`config.mk`:
```
export PLATFORM = sky130hd
export DESIGN_NAME = cache_control
export DESIGN_NICKNAME = d
export VERILOG_FILES = /design/src/rtl/lc3b_types.sv /design/src/rtl/cache_control.sv
export SDC_FILE = /design/constraint.sdc
export NUM_CORES = 1
export LEC_CHECK = 0
export ABC_CLOCK_PERIOD_IN_PS = 5500
export BUFFER_PORTS_ARGS = -buffer_cell sky130_fd_sc_hd__buf_2
export CORE_MARGIN = 8
export CORE_UTILIZATION = 42
export DETAILED_ROUTE_END_ITERATION = 10
export PLACE_DENSITY = 0.69
export SLEW_MARGIN = 10
export SYNTH_ARGS = -nofsm -noshare
export SYNTH_HDL_FRONTEND = slang
export SYNTH_SLANG_ARGS = --single-unit
export TNS_END_PERCENT = 100
```
`constraint.sdc`:
```
create_clock -name clk -period 5.5 [get_ports clk]
set_input_delay 0.275 -clock clk [delete_from_list [all_inputs] [get_ports clk]]
set_output_delay 0.275 -clock clk [all_outputs]
set_load 0.02 [all_outputs]
```
`src/rtl/lc3b_types.sv`:
```
// ---------------------------------------------------------------------------
// lc3b_types
//
// Shared types and constants for the LC-3b cache controller.
//
// Contents:
//   cache_state_t  - controller states (IDLE, WRITEBACK, FILL)
//   PMEM_SEL_W1    - pmem address mux select: way 1 writeback address
//   PMEM_SEL_W2    - pmem address mux select: way 2 writeback address
//   PMEM_SEL_CPU   - pmem address mux select: CPU request address
//   victim_dirty() - dirty status of the way chosen for eviction
// ---------------------------------------------------------------------------
package lc3b_types;

    typedef enum logic [1:0] {
        IDLE      = 2'b00,
        WRITEBACK = 2'b01,
        FILL      = 2'b10
    } cache_state_t;

    // Writeback selects are {0, way index} so that the victim way taken
    // from lru_out can be concatenated straight onto a leading zero.
    localparam logic [1:0] PMEM_SEL_W1  = 2'b00;
    localparam logic [1:0] PMEM_SEL_W2  = 2'b01;
    localparam logic [1:0] PMEM_SEL_CPU = 2'b10;

    // lru_out names the victim way: 0 = way 1, 1 = way 2.
    function automatic logic victim_dirty(
        input logic lru_out,
        input logic isdirty_w1,
        input logic isdirty_w2
    );
        return lru_out ? isdirty_w2 : isdirty_w1;
    endfunction

endpackage

```
`src/rtl/cache_control.sv`:
```
// ---------------------------------------------------------------------------
// cache_control
//
// Control FSM for a two-way set-associative write-back cache. The datapath
// holds the tag/valid/dirty/data/LRU arrays; this block only decides which
// array strobes fire, which pmem transaction runs, and when the CPU request
// completes. Array contents are never cleared here.
//
// Ports:
//   clk                    in   sole clock, rising edge
//   reset_n                in   synchronous active-low reset
//   mem_read, mem_write    in   CPU request, held until mem_resp
//   mem_resp               out  CPU request complete (one-cycle pulse)
//   pmem_read, pmem_write  out  physical memory line request
//   pmem_resp              in   physical memory line transfer complete
//   ishit_w1, ishit_w2     in   per-way hit status
//   isdirty_w1, isdirty_w2 in   per-way dirty status
//   lru_out                in   victim way: 0 = way 1, 1 = way 2
//   load_*_w1/_w2          out  datapath array write strobes
//   dirty_array_w*_in      out  dirty bit value to write
//   load_lru, lru_in       out  LRU write strobe and value
//   datastore_in_mux_sel   out  0 = fill from pmem, 1 = CPU write merge
//   pmem_address_mux_sel   out  00 = w1 writeback, 01 = w2 writeback, 10 = CPU
//   hit_count, miss_count  out  16-bit wrapping performance counters
// ---------------------------------------------------------------------------
module cache_control
    import lc3b_types::*;
(
    input  logic        clk,
    input  logic        reset_n,

    input  logic        mem_read,
    input  logic        mem_write,
    output logic        mem_resp,

    output logic        pmem_read,
    output logic        pmem_write,
    input  logic        pmem_resp,

    input  logic        ishit_w1,
    input  logic        ishit_w2,
    input  logic        isdirty_w1,
    input  logic        isdirty_w2,
    input  logic        lru_out,

    output logic        load_dirty_w1,
    output logic        load_valid_w1,
    output logic        load_tag_w1,
    output logic        load_datastore_w1,
    output logic        load_dirty_w2,
    output logic        load_valid_w2,
    output logic        load_tag_w2,
    output logic        load_datastore_w2,

    output logic        dirty_array_w1_in,
    output logic        dirty_array_w2_in,

    output logic        load_lru,
    output logic        lru_in,

    output logic        datastore_in_mux_sel,
    output logic [1:0]  pmem_address_mux_sel,

    output logic [15:0] hit_count,
    output logic [15:0] miss_count
);

    cache_state_t state;
    cache_state_t next_state;

    logic request;
    logic any_hit;

    assign request = mem_read | mem_write;
    assign any_hit = ishit_w1 | ishit_w2;

    // State register and performance counters. Counters only move in IDLE
    // while a request is present: a hit completes that cycle, a miss leaves
    // for WRITEBACK or FILL. The 16-bit adds wrap naturally at 0xFFFF.
    always_ff @(posedge clk) begin
        if (!reset_n) begin
            state      <= IDLE;
            hit_count  <= 16'h0000;
            miss_count <= 16'h0000;
        end else begin
            state <= next_state;
            if (state == IDLE && request) begin
                if (any_hit) begin
                    hit_count <= hit_count + 16'd1;
                end else begin
                    miss_count <= miss_count + 16'd1;
                end
            end
        end
    end

    // Next-state logic. Once a pmem transaction starts it runs to pmem_resp
    // even if the CPU drops its request in the meantime.
    always_comb begin
        next_state = state;
        unique case (state)
            IDLE: begin
                if (request && !any_hit) begin
                    if (victim_dirty(lru_out, isdirty_w1, isdirty_w2)) begin
                        next_state = WRITEBACK;
                    end else begin
                        next_state = FILL;
                    end
                end
            end
            WRITEBACK: begin
                if (pmem_resp) begin
                    next_state = FILL;
                end
            end
            FILL: begin
                if (pmem_resp) begin
                    next_state = IDLE;
                end
            end
            default: begin
                next_state = IDLE;
            end
        endcase
    end

    // Output decode. Every strobe is low unless a state explicitly raises
    // it, and the pmem address points at the CPU address by default.
    always_comb begin
        mem_resp             = 1'b0;
        pmem_read            = 1'b0;
        pmem_write           = 1'b0;
        load_dirty_w1        = 1'b0;
        load_valid_w1        = 1'b0;
        load_tag_w1          = 1'b0;
        load_datastore_w1    = 1'b0;
        load_dirty_w2        = 1'b0;
        load_valid_w2        = 1'b0;
        load_tag_w2          = 1'b0;
        load_datastore_w2    = 1'b0;
        dirty_array_w1_in    = 1'b0;
        dirty_array_w2_in    = 1'b0;
        load_lru             = 1'b0;
        lru_in               = 1'b0;
        datastore_in_mux_sel = 1'b0;
        pmem_address_mux_sel = PMEM_SEL_CPU;

        unique case (state)
            IDLE: begin
                if (request && any_hit) begin
                    mem_resp = 1'b1;
                    load_lru = 1'b1;
                    // Way 2 takes priority when both report a hit, the same
                    // way the datapath read mux resolves it. The LRU then
                    // points at the way that was not just used.
                    lru_in   = ~ishit_w2;
                    if (mem_write) begin
                        datastore_in_mux_sel = 1'b1;
                        if (ishit_w2) begin
                            load_datastore_w2 = 1'b1;
                            load_dirty_w2     = 1'b1;
                            dirty_array_w2_in = 1'b1;
                        end else begin
                            load_datastore_w1 = 1'b1;
                            load_dirty_w1     = 1'b1;
                            dirty_array_w1_in = 1'b1;
                        end
                    end
                end
            end
            WRITEBACK: begin
                pmem_write           = 1'b1;
                pmem_address_mux_sel = {1'b0, lru_out};
            end
            FILL: begin
                pmem_read = 1'b1;
                // A freshly filled line is clean, so the dirty strobe fires
                // with the default dirty value of 0.
                if (pmem_resp) begin
                    if (lru_out) begin
                        load_datastore_w2 = 1'b1;
                        load_tag_w2       = 1'b1;
                        load_valid_w2     = 1'b1;
                        load_dirty_w2     = 1'b1;
                    end else begin
                        load_datastore_w1 = 1'b1;
                        load_tag_w1       = 1'b1;
                        load_valid_w1     = 1'b1;
                        load_dirty_w1     = 1'b1;
                    end
                end
            end
            default: begin
            end
        endcase
    end

endmodule

```
==> out/results.tsv, run 1 <==
metric	value	unit
status	completed	
dieHeight	80.7	um
placed_area	2000	um^2
yosysTopAreaCellShare	0.387	
p_leak	0.842	nW
synth_cells	212	
setup_viol	0	
syn_area	1760	um^2
pre_cts_ws	3.34	ns
hold_viol_final	0	
place_inst	304	
cp_slowest_stage_delay	0.56	ns
crit_arrival	2.40	ns
min_path_cells	2	
wl_per_cell	13.1	um
drive_above_1_share	0.276	
cts-root-buf	clkbuf_8	
place_congestion	0.711	
ff2ff_path_depth	5	
syn_area_per_cell	8.30	um^2
critPathLaunchType	register	
grt_pass1_vias	1595	
worst-path-buf-inv	0	
timing.final.ws_setup	3.30	ns
finalNetCount	273	
clock_sinks	34	
diodes	0	
clk_pin_slew_worst_paths	0.06	ns
cp_top_family	simple AND/OR/NAND/NOR gates	
track_usage	0.126	
cts-buffers-inserted	5	
cpMaxStageDelayCell	or4_4	
viasPerCell	5.36	
area_growth	17.8	%
wl	4.08	mm
hold_class	primary input to register	
cts_resized	0	
num_rows	23	
grt_max_degree	33	
crit_cells	5	
clkLatencyLatePin	0.28	ns
rsz0062_at_grt	no	
max_cap_violations	0	
p_per_area	232	nW/um^2
hold_buffers	0	
fin_cells	311	
cts_buffer_depth	2	
netlist_top_cells_area	dfxtp_1 (39%), a21oi_1 (6.3%), o31ai_1 (4.7%)	
final_cell_area	2070	um^2
ir_worst_vdd	131	uV
io_pins	60	
worst_pin_slew	0.987	ns
period_share	0.401	
yosysSeqAreaShare	0.387	
fp.dieArea	6520	um^2
drtIter0Drc	53	
cts_tree	done	
portBuffers	59	
rrSetupSlack	3.30	ns
antenna_found_initial	0	
route.detailed.drc	0	
cp_cell_sequence	ha_1 > or3b_1 > or4_4 > or4_1 > a21oi_1	
cts_setup_buffers	0	
ys.warnings.count	0	
path_max_fanout	11	
synth_fp_nets	224	
crit_type	register to register	
ys_seq_elements	34	
critPathRequiredTime	5.70	ns
endpoint_kind	register	
grt.overflow.total	0	
initial_core_util	0.437	
yosysTopAreaCell	dfxtp_1	
ant_nets	0	
relSlewSlack	0.342	
vias	1668	
fin_setup_tns	0	ns
core_area	4030	um^2
yosysUniqueCellTypes	33	
die_w	80.7	um
grt_pass1_wl	6.71	mm
drt-pass1-iter-count	4	
dp.final_hpwl	2.97	mm
cts_max_level	2	
max_freq	454	MHz
layout_min_cycle_time	2.20	ns
slew_violations	0	
skew	0.00701	ns
[worst paths after layout]
path	from	end
setup reg to reg	miss_count[0]	miss_count[12]
hold / removal	reset_n	state[0]
hold reg to reg	miss_count[15]	miss_count[15]
setup / recovery	miss_count[0]	miss_count[12]
[sequential cells by signal, indices dropped and copies added, names as in the netlist]
register,flops
hit_count,16
miss_count,16
state,2
[final cells by class]
cell class                      instances  area [um^2]
Clock buffer                            7         76.3
Fill cell                             405         1950
Inverter                                8         30.0
Multi-Input combinational cell        153          930
Sequential cell                        34          681
Tap cell                               50         62.6
Timing Repair Buffer                   59          295
[report_power, final]
part	internal (mW)	switching, mW
Sequential	0.250	0.00399
Combinational	0.0193	0.0376
Clock	0.0871	0.0836
[per-layer routing]
metal | vias up | routed length, um | global-route usage
met4 | 0 | 36 | 0.0375
met3 | 4 | 275 | 0.0530
met5 | - | 0 | 0
li1 | 868 | - | -
met1 | 750 | 1950 | 0.146
met2 | 46 | 1820 | 0.209
[through the flow]
stage / hold slack [ns] / util / power, mW
finish: 0.241 / 0.515 / 0.482
global route: 0.247 / 0.515 / 0.504
CTS: 0.233 / 0.515 / 0.488
detailed placement: 0.462 / 0.496 / 0.317
global placement: 0.452 / 0.496 / 0.317
floorplan: 0.392 / - / 0.302
[Yosys cell counts]
master / n
dfxtp_1: 34
a21oi_1: 22
nor2_1: 16
nand2_1: 13
o21ai_0: 11
o31ai_1: 11
or3_1: 11
or4_1: 11
nand3_1: 9
inv_1: 8
clkbuf_1: 7
xnor2_1: 7
nand4_1: 6
buf_4: 5
buf_6: 5
nor4_1: 5
mux2i_1: 4
or2_2: 4
nor3_1: 3
or4_4: 3
and4_1: 2
ha_1: 2
nand2b_1: 2
or2_1: 2
and2_1: 1
and3_1: 1
and3_2: 1
nor2b_1: 1
o211ai_1: 1
o21a_1: 1
o22ai_1: 1
or3b_1: 1
xor2_1: 1
[logic make-up after synthesis]
group	count (synthesis)	synth area share
AOI/OAI and AO/OA	47	0.153
xor gates and xnor gates	8	0.0398
adders and majority gates	2	0.0142
buffers and inverters	25	0.0853
DFF	34	0.387
muxes	4	0.0227
and+or+nand+nor	92	0.299
[placed cells by master (no fill, tap or decap), types with 2 or more instances in the layout]
master    netlist  layout
buf_2           0      59
a21oi_1        22      22
dfxtp_1        34      34
or4_4           3       3
ha_1            2       2
o21ai_0        11      11
mux2i_1         4       4
nand2_1        13      13
nand3_1         9       9
nor2_1         16      16
or2_2           4       4
inv_1           8       8
nor3_1          3       3
or4_1          11      11
nand2b_1        2       2
or2_1           2       2
nand4_1         6       6
clkbuf_1        7       2
nor4_1          5       5
or3_1          11      11
o31ai_1        11      11
xnor2_1         7       7
and4_1          2       2
clkbuf_8        0       5
Note: power is estimated with default switching activity, not from simulation.
==> run 2: changes to the inputs <==
--- a/config.mk
+++ b/config.mk
@@ -5,7 +5,7 @@
 export SDC_FILE = /design/constraint.sdc
 export NUM_CORES = 1
 export LEC_CHECK = 0
-export ABC_CLOCK_PERIOD_IN_PS = 5500
+export ABC_CLOCK_PERIOD_IN_PS = 2200
 export BUFFER_PORTS_ARGS = -buffer_cell sky130_fd_sc_hd__buf_2
 export CORE_MARGIN = 8
 export CORE_UTILIZATION = 42
==> constraint.sdc (replaced) <==
create_clock -name clk -period 2.2 [get_ports clk]
set_input_delay 0.11 -clock clk [delete_from_list [all_inputs] [get_ports clk]]
set_output_delay 0.11 -clock clk [all_outputs]
set_load 0.02 [all_outputs]
==> run 2 against run 1 <==
Against the previous run:
- routed wire length up 2.6%
- combinational power rose to 2.6 times the previous value
- die area unchanged
- worst setup slack got worse by 3.1 ns
- total power rose to 2.5 times the previous value
- core utilization is 0.43 points higher
- critical path type unchanged
==> out/results.tsv, run 2 (synthesized netlist as in run 1, its figures left out) <==
metric	value	unit	change
vias	1732		+3.8%
max_cap_violations	0		unchanged
core_area	4030	um^2	unchanged
relSlewSlack	0.554		+0.213
ir_worst_vdd	292	uV	+120%
timing.final.ws_setup	0.153	ns	-3.14 ns
period_share	0.930		+0.530
worst_pin_slew	0.666	ns	-0.321 ns
path_max_fanout	11		unchanged
p_leak	0.852	nW	+1.2%
viasPerCell	5.53		+3.2%
critPathRequiredTime	2.41	ns	-3.29 ns
track_usage	0.133		+0.00677
clk_pin_slew_worst_paths	0.07	ns	about the same
skew	0.00442	ns	-0.00258 ns
grt.overflow.total	0		unchanged
fin_cells	313		+0.64%
top_layer_used	met4		
io_pins	60		unchanged
wl_met3	311	um	+13%
fp.dieArea	6520	um^2	unchanged
seq_area	683	um^2	+0.37%
reg_top3	hit_count (16), miss_count (16), state (2)		
clock_sinks	34		unchanged
fin_setup_tns	0	ns	unchanged
cts-buffers-inserted	5		unchanged
cp-startpoint	miss_count[0]		
p_per_area	576	nW/um^2	+150%
cts_buffer_depth	2		unchanged
grt_pass1_wl	7.16	mm	+6.6%
rsz0062_at_grt	no		
wl_met2	1.98	mm	+8.9%
hold_class	primary input to register		
route.detailed.drc	0		unchanged
dieHeight	80.7	um	unchanged
hold_viol_final	0		unchanged
grt_pass1_vias	1692		+6.1%
pre_cts_ws	0.107	ns	-3.23 ns
die_w	80.7	um	unchanged
worstReg2RegStart	miss_count[0]		
cts_tree	done		
num_rows	23		unchanged
drt-pass1-iter-count	4		unchanged
crit_type	register to register		
status	completed		
met1_length	1.84	mm	-5.9%
initial_core_util	0.437		unchanged
grt_max_degree	33		unchanged
dp.final_hpwl	3.13	mm	+5.3%
drive_above_1_share	0.289		+0.0131
endpoint_kind	register		
clkLatencyLatePin	0.28	ns	about the same
setup_viol	0		unchanged
diodes	0		unchanged
area_growth	18.8	%	
place_inst	306		+0.66%
drtIter0Drc	79		+49%
multi_input_area	930	um^2	unchanged
layout_min_cycle_time	2.05	ns	-0.156 ns
min_from	reset_n		
antenna_found_initial	0		unchanged
final_common_cell	buf_2		
critPathLaunchType	register		
place_congestion	0.753		+5.8%
wl	4.19	mm	+2.6%
cts-root-buf	clkbuf_8		
crit_arrival	2.26	ns	-0.14 ns
max_freq	489	MHz	+7.6%
portBuffers	59		unchanged
n_fill_cell	405		unchanged
wl_per_cell	13.4	um	+2.0%
ant_nets	0		unchanged
finalNetCount	275		+0.73%
final_cell_mix	buf_2 (59), dfxtp_1 (32), a21oi_1 (22), nor2_1 (16), nand2_1 (13)		
slew_violations	0		unchanged
cts_max_level	2		unchanged
whs	0.0852	ns	-0.155 ns
-- run 2: changes by cell type in the layout (fill, tap and decap cells not counted) --
cell | before | now
dfxtp_2 | 0 | 2
buf_4 | 0 | 2
dfxtp_1 | 34 | 32
-- run 2: cell type report --
cell class | instances | share of cell area
Clock buffer | 7 | 0.0365
Sequential cell | 34 | 0.327
Tap cell | 50 | 0.0299
Multi-Input combinational cell | 153 | 0.444
Timing Repair Buffer | 61 | 0.148
Inverter | 8 | 0.0144
-- run 2: path summary, 6_finish.rpt --
path / endpoint / slack (ns) / cells past startpoint
worst max-delay path: miss_count[12] / 0.15 / 5
worst min-delay path: state[0] / 0.09 / 2
worst max register to register: miss_count[12] / 0.15 / 5
worst min register to register: miss_count[15] / 0.47 / 2
-- run 2: repair_timing --
action,CTS,global route
hold endpoints to repair,0,0
buffers inserted,0,0
hold buffers,0,0
endpoints found under the setup margin,0,1
resized for setup,0,0
-- run 2: power breakdown --
group,switching [mW],internal (mW),total [mW]
logic,0.0958,0.0506,0.146
clock network,0.205,0.218,0.423
registers,0.0104,0.626,0.636
-- run 2: layer usage --
layer  vias to the layer above  GRT usage
met5                         -          0
met4                         0     0.0536
met3                         7     0.0508
met2                        57      0.226
met1                       804      0.147
li1                        864          -
-- run 2: critical path, cell delays in order (launching register included) --
cell	delay, ns
dfxtp_2	0.36
ha_1	0.14
or3b_1	0.36
or4_4	0.49
or4_1	0.49
a21oi_1	0.14
-- run 2: stage by stage --
step	instance area, um^2	total power [mW]	util
2_1_floorplan	1760	0.756	-
3_3_place_gp	2020	0.796	0.500
3_5_place_dp	2020	0.797	0.500
4_1_cts	2090	1.23	0.519
5_1_grt	2090	1.27	0.519
6_report	2090	1.21	0.519
